`src/rtl/vreg_file.sv`:
```
// Vector register file: NUM_VREGS x MAX_VL elements, two element-serial read
// streams and one masked write stream, with readers chained behind the writer.
module vreg_file #(
  parameter int NUM_VREGS = 8,
  parameter int MAX_VL    = 16,
  parameter int ELEM_W    = 32,
  parameter int RESET_VL  = 8,
  parameter int IDX_W     = $clog2(NUM_VREGS),
  parameter int EIDX_W    = $clog2(MAX_VL),
  parameter int VL_W      = $clog2(MAX_VL + 1)
) (
  input  logic              clk,
  input  logic              reset,
  input  logic              vl_wr_en,
  input  logic [31:0]       vl_wr_data,
  output logic [VL_W-1:0]   vl,
  input  logic              rda_start,
  input  logic [IDX_W-1:0]  rda_vs,
  output logic              rda_busy,
  output logic              rda_valid,
  input  logic              rda_ready,
  output logic [ELEM_W-1:0] rda_data,
  output logic [EIDX_W-1:0] rda_idx,
  output logic              rda_last,
  input  logic              rdb_start,
  input  logic [IDX_W-1:0]  rdb_vs,
  output logic              rdb_busy,
  output logic              rdb_valid,
  input  logic              rdb_ready,
  output logic [ELEM_W-1:0] rdb_data,
  output logic [EIDX_W-1:0] rdb_idx,
  output logic              rdb_last,
  input  logic              wr_start,
  input  logic [IDX_W-1:0]  wr_vd,
  output logic              wr_busy,
  input  logic              wr_valid,
  output logic              wr_ready,
  input  logic [ELEM_W-1:0] wr_data,
  input  logic              wr_mask,
  output logic              wr_done
);
  localparam int NUM_RD = 2;

  typedef enum logic {S_IDLE, S_ACTIVE} st_e;

  logic [ELEM_W-1:0] mem [NUM_VREGS][MAX_VL];
  logic [VL_W-1:0]   vl_q;

  assign vl = vl_q;

  always_ff @(posedge clk) begin
    if (reset)
      vl_q <= VL_W'(RESET_VL);
    else if (vl_wr_en)
      vl_q <= (vl_wr_data > 32'(MAX_VL)) ? VL_W'(MAX_VL) : vl_wr_data[VL_W-1:0];
  end

  // ---------------- write stream ----------------
  st_e               wr_st;
  logic [EIDX_W-1:0] wr_cnt;
  logic [VL_W-1:0]   wr_snap;
  logic [IDX_W-1:0]  wr_vd_q;
  logic              wr_done_q;
  logic              wr_beat, wr_final;

  assign wr_busy  = (wr_st == S_ACTIVE);
  assign wr_ready = wr_busy;
  assign wr_done  = wr_done_q;
  assign wr_beat  = wr_busy && wr_valid;
  assign wr_final = wr_beat && ((VL_W'(wr_cnt) + VL_W'(1)) == wr_snap);

  always_ff @(posedge clk) begin
    if (reset) begin
      wr_st     <= S_IDLE;
      wr_cnt    <= '0;
      wr_snap   <= '0;
      wr_vd_q   <= '0;
      wr_done_q <= 1'b0;
    end else begin
      // zero-length write completes immediately but still signals done
      wr_done_q <= wr_final || (wr_start && !wr_busy && (vl_q == '0));
      case (wr_st)
        S_IDLE: if (wr_start && (vl_q != '0)) begin
          wr_st   <= S_ACTIVE;
          wr_cnt  <= '0;
          wr_snap <= vl_q;
          wr_vd_q <= wr_vd;
        end
        S_ACTIVE: if (wr_beat) begin
          if (wr_final) begin
            wr_st  <= S_IDLE;
            wr_cnt <= '0;
          end else begin
            wr_cnt <= wr_cnt + EIDX_W'(1);
          end
        end
        default: wr_st <= S_IDLE;
      endcase
    end
  end

  // Array is not reset; a beat coinciding with reset is dropped.
  always_ff @(posedge clk) begin
    if (!reset && wr_beat && wr_mask)
      mem[wr_vd_q][wr_cnt] <= wr_data;
  end

  // ---------------- read streams ----------------
  logic [NUM_RD-1:0]             rd_start, rd_ready, rd_busy, rd_valid, rd_last;
  logic [NUM_RD-1:0][IDX_W-1:0]  rd_vs;
  logic [NUM_RD-1:0][EIDX_W-1:0] rd_idx;
  logic [NUM_RD-1:0][ELEM_W-1:0] rd_data;

  assign rd_start = {rdb_start, rda_start};
  assign rd_ready = {rdb_ready, rda_ready};
  assign rd_vs    = {rdb_vs, rda_vs};

  assign rda_busy  = rd_busy[0];
  assign rda_valid = rd_valid[0];
  assign rda_data  = rd_data[0];
  assign rda_idx   = rd_idx[0];
  assign rda_last  = rd_last[0];
  assign rdb_busy  = rd_busy[1];
  assign rdb_valid = rd_valid[1];
  assign rdb_data  = rd_data[1];
  assign rdb_idx   = rd_idx[1];
  assign rdb_last  = rd_last[1];

  generate
    for (genvar g = 0; g < NUM_RD; g++) begin : g_rd
      st_e               st;
      logic [EIDX_W-1:0] cnt;
      logic [VL_W-1:0]   snap;
      logic [IDX_W-1:0]  src;
      logic              stall;

      // Hold off on any element the in-flight writer has not yet passed.
      assign stall       = wr_busy && (wr_vd_q == src) && (cnt >= wr_cnt);
      assign rd_busy[g]  = (st == S_ACTIVE);
      assign rd_valid[g] = rd_busy[g] && !stall;
      assign rd_last[g]  = rd_busy[g] && ((VL_W'(cnt) + VL_W'(1)) == snap);
      assign rd_idx[g]   = cnt;
      assign rd_data[g]  = mem[src][cnt];

      always_ff @(posedge clk) begin
        if (reset) begin
          st   <= S_IDLE;
          cnt  <= '0;
          snap <= '0;
          src  <= '0;
        end else begin
          case (st)
            S_IDLE: if (rd_start[g] && (vl_q != '0)) begin
              st   <= S_ACTIVE;
              cnt  <= '0;
              snap <= vl_q;
              src  <= rd_vs[g];
            end
            S_ACTIVE: if (rd_valid[g] && rd_ready[g]) begin
              if (rd_last[g]) begin
                st  <= S_IDLE;
                cnt <= '0;
              end else begin
                cnt <= cnt + EIDX_W'(1);
              end
            end
            default: st <= S_IDLE;
          endcase
        end
      end
    end
  endgenerate

endmodule
```
`config.mk`:
```
export PLATFORM = sky130hd
export DESIGN_NAME = vreg_file
export DESIGN_NICKNAME = d
export VERILOG_FILES = /design/src/rtl/vreg_file.sv
export SDC_FILE = /design/constraint.sdc
export NUM_CORES = 2
export LEC_CHECK = 0
export CAP_MARGIN = 10
export CORE_ASPECT_RATIO = 0.8
export CORE_UTILIZATION = 35
export DETAILED_ROUTE_END_ITERATION = 10
export PLACE_DENSITY_LB_ADDON = 0.3
export SLEW_MARGIN = 20
export SYNTH_ARGS = -nofsm -noshare
export SYNTH_HDL_FRONTEND = slang
export SYNTH_SLANG_ARGS = --single-unit
```
`constraint.sdc`:
```
create_clock -name clk -period 5.2 [get_ports clk]
set_input_delay 1.04 -clock clk [delete_from_list [all_inputs] [get_ports clk]]
set_output_delay 1.04 -clock clk [all_outputs]
set_load 0.05 [all_outputs]
```
==> flow_summary.toml <==
[final_layout]
multi_input_area_mm2 = 0.0645
fillers = 45500
area_growth_pct = 20.1
fin_util = 0.423
drive_above_1_share = 0.493
regArea_mm2 = 0.124
fin_nets = 8931

[worst_setup_path]
timing.rr.start = "wr_busy"
r2r_cells = 6
worstPathCellList = "buf_12 -> buf_16 -> buf_16 -> clkbuf_16 -> mux4_2 -> mux4_2 -> mux4_2 -> mux2_4 -> buf_12"
path_class = "reg2out"
r2r-end = "mem[4][330]"
cpMostUsedCell = "mux4_2"
path_max_fanout = 8
slowest_delay_ns = 0.65
start_kind = "register"
cp_slowest_cell = "mux4_2"
cp.required_ns = 4.16
rrSetupSlack_ns = 1.35
critical_path.endpoint_type = "primary output"
arrival_ns = 4.50

[cts]
root_buffer = "clkbuf_16"
clock_path_buffers = 4
cts.sinks = 4147
path_clk_slew_ns = 0.06
cts_tree = "built"
cts_hold_buf = 0
clk_latency_ns = 1.02
cts_buffers = 438
cts_max_level = 5

[grt]
grtUsageTotal = 0.241
grt-ovfl-total = 0
grt_pass1_vias = 104000
grt_max_degree = 129
grt_pass1_wl_um = 905000
antenna_found_initial = 93

[power_and_ir_drop]
p_switching_mw = 17.9
pwr-share-seq = 0.484
power.share.clock = 0.407
power_frac_comb = 0.109
p_int_mw = 58.1
total_power_mw = 76.0
p_leak_nw = 67.3
ir_worst_vdd_v = 0.000282
p_per_area_mw_per_mm2 = 333
switching_share = 0.236

[detailed_routing]
post-route-drc-count = 0
routed-via-count = 105000
routed_wl_um = 676000
vias_per_cell = 6.39
first_pass_iters = 6
wl_per_cell_um = 41.2
final_antenna_net_count = 0
drt-initial-drc-count = 17900

[floorplan]
ios = 169
core_mm2 = 0.540
rows = 241
dieArea_mm2 = 0.546
die_x_um = 826
initial_core_util = 0.352
die_y_um = 661

[worst_hold_path]
hold_depth = 1
hold_end = "mem[4][28]"
worstHoldStart = "wr_data[28]"
hp-class = "in2reg"

[status]
violations = "setup timing"
status = "finished, violations left"

[synth]
ys_seq_area_frac = 0.652
syn_area_mm2 = 0.190
async_reset_ff_frac = 0
synth.avg_cell_area_um2 = 24.0
synth_ff_type = "edfxtp_1"
synthDistinctLibCells = 53
syn_inst = 7935
synth_edf_count = 4096
ys_ff_latch = 4147
synth_nets = 8032
yosys_warnings = 0

[timing]
drv_slew = 0
skew_ns = 0.0292
max_freq_mhz = 180
period_share = 1.07
setup_violations = 64
max_slew_margin = 0.203
worstMarginPinSlew_ns = 1.20
hold_violations = 0
setup_slack_ns = -0.341
rsz0062_at_grt = "yes"
fin_crit_ns = 5.54

[placement]
gp_congestion = 0.837
dp_hpwl_um = 402000
port_buffers = 168

[job]
maxCapViolCount = 0
[cell type report]
type	count	share of cell area
antenna	46	0.000504
clock buffer	538	0.0505
clock inverter	255	0.0102
inverter	14	0.000230
multi-input combinational	3136	0.283
sequential	4147	0.544
tap	7168	0.0393
timing repair buffer	1097	0.0731
[synthesized netlist by cell type (all sizes together), types with 3 or more instances]
master | number | area [µm²]
nand2 | 36 | 135
nor2 | 168 | 631
or4 | 3 | 22.5
nor2b | 4 | 25.0
mux4 | 2688 | 60500
nor4 | 8 | 50.1
o21ai | 7 | 35.0
nand4 | 4 | 25.0
mux2i | 16 | 160
ha | 14 | 175
nand3b | 4 | 30.0
nor3 | 7 | 35.0
inv | 13 | 48.8
xor2 | 5 | 43.8
nor3b | 4 | 30.0
dfxtp | 51 | 1020
xnor2 | 16 | 140
buf | 260 | 1250
a21oi | 19 | 95.1
a22oi | 8 | 60.1
mux2 | 64 | 721
clkbuf | 378 | 1420
nand2b | 3 | 18.8
edfxtp | 4096 | 123000
and2 | 7 | 43.8
nand3 | 21 | 105
[power groups by stage]
stage                     combinational (mW)  sequential, mW  clock [mW]
after floorplan                         4.14            37.5           0
after global placement                  7.16            37.5           0
after detailed placement                7.23            37.5           0
after CTS                               8.00            36.8        31.3
after global routing                    8.55            36.8        32.5
final                                   8.29            36.8        31.0
[registers in the layout (all words and copies together) (netlist names), named ones only]
register and flops:
g_rd.snap 10, wr_snap 5, wr_busy 1, wr_cnt 4
rda_busy 1, mem 4096, rdb_idx 4, rdb_busy 1
vl 5, wr_done 1, wr_vd_q 3, g_rd.src 6
rda_idx 4
[how the worst max path moves through the flow]
stage | start | end | slack [ns]
floorplan | rda_idx[0] | rda_valid | 0.59
global placement | register | rda_data[7] | 0.35
detailed placement | register | rda_data[7] | 0.36
CTS | register | rda_data[7] | -0.36
global route | register | rda_data[11] | -0.37
finish | register | rda_data[11] | -0.34
[critical path, delay by kind of cell, from the launching register on]
kind,cells,cell delay [ns]
buffers and inverters,5,0.93
DFF,1,0.37
muxes,4,2.14
[what timing repair did]
action,CTS,global route
setup buffers,112,66
endpoints found under the setup margin,65,65
pin swaps,0,0
gates cloned,85,50
resized for setup,333,61
endpoints found under the hold margin,0,0
[metrics by stage]
step | hold WS, ns | worst slack [ns] | TNS (ns) | cells | area (µm²)
4_1_cts | 0.358 | -0.355 | -18.98 | 16300 | 226000
6_report | 0.360 | -0.341 | -16.43 | 16400 | 228000
3_5_place_dp | 0.465 | 0.361 | 0 | 15300 | 207000
3_3_place_gp | 0.475 | 0.351 | 0 | 15300 | 207000
2_1_floorplan | 0.448 | 0.595 | 0 | 7935 | 190000
5_1_grt | 0.362 | -0.368 | -19.34 | 16400 | 228000
[metal layers]
layer	track usage	wire length, µm	vias up
li1	-	-	38200
met1	0.333	254000	58000
met2	0.367	309000	7455
met3	0.0716	85300	1151
met4	0.0820	27100	32
met5	0	205	-
[kinds of logic after synthesis]
kind of cell | after synthesis | share of synthesized area
buffers and inverters | 652 | 0.0143
AOI/OAI and AO/OA | 54 | 0.00186
adders and majority gates | 14 | 0.000921
and+or+nand+nor | 279 | 0.00647
muxes | 2768 | 0.323
DFF | 4147 | 0.652
xor gates and xnor gates | 21 | 0.000967
[cell usage in the layout (no fill, tap or decap), types with 13 or more instances in the layout]
master and count:
a21oi_1 19, buf_12 326, buf_16 139, buf_4 412, buf_6 70, buf_8 25, bufinv_16 38, clkbuf_1 91
clkbuf_16 495, clkdlybuf4s50_1 71, clkinv_1 97, clkinv_2 88, dfxtp_1 37, dfxtp_4 13, diode_2 46, edfxtp_1 4096
ha_1 14, inv_1 13, mux2_4 53, mux2i_1 16, mux4_2 2688, nand2_1 35, nand3_1 20, nor2_1 40
nor2_4 128, xnor2_1 16
Power figures use the tool's default switching activity.
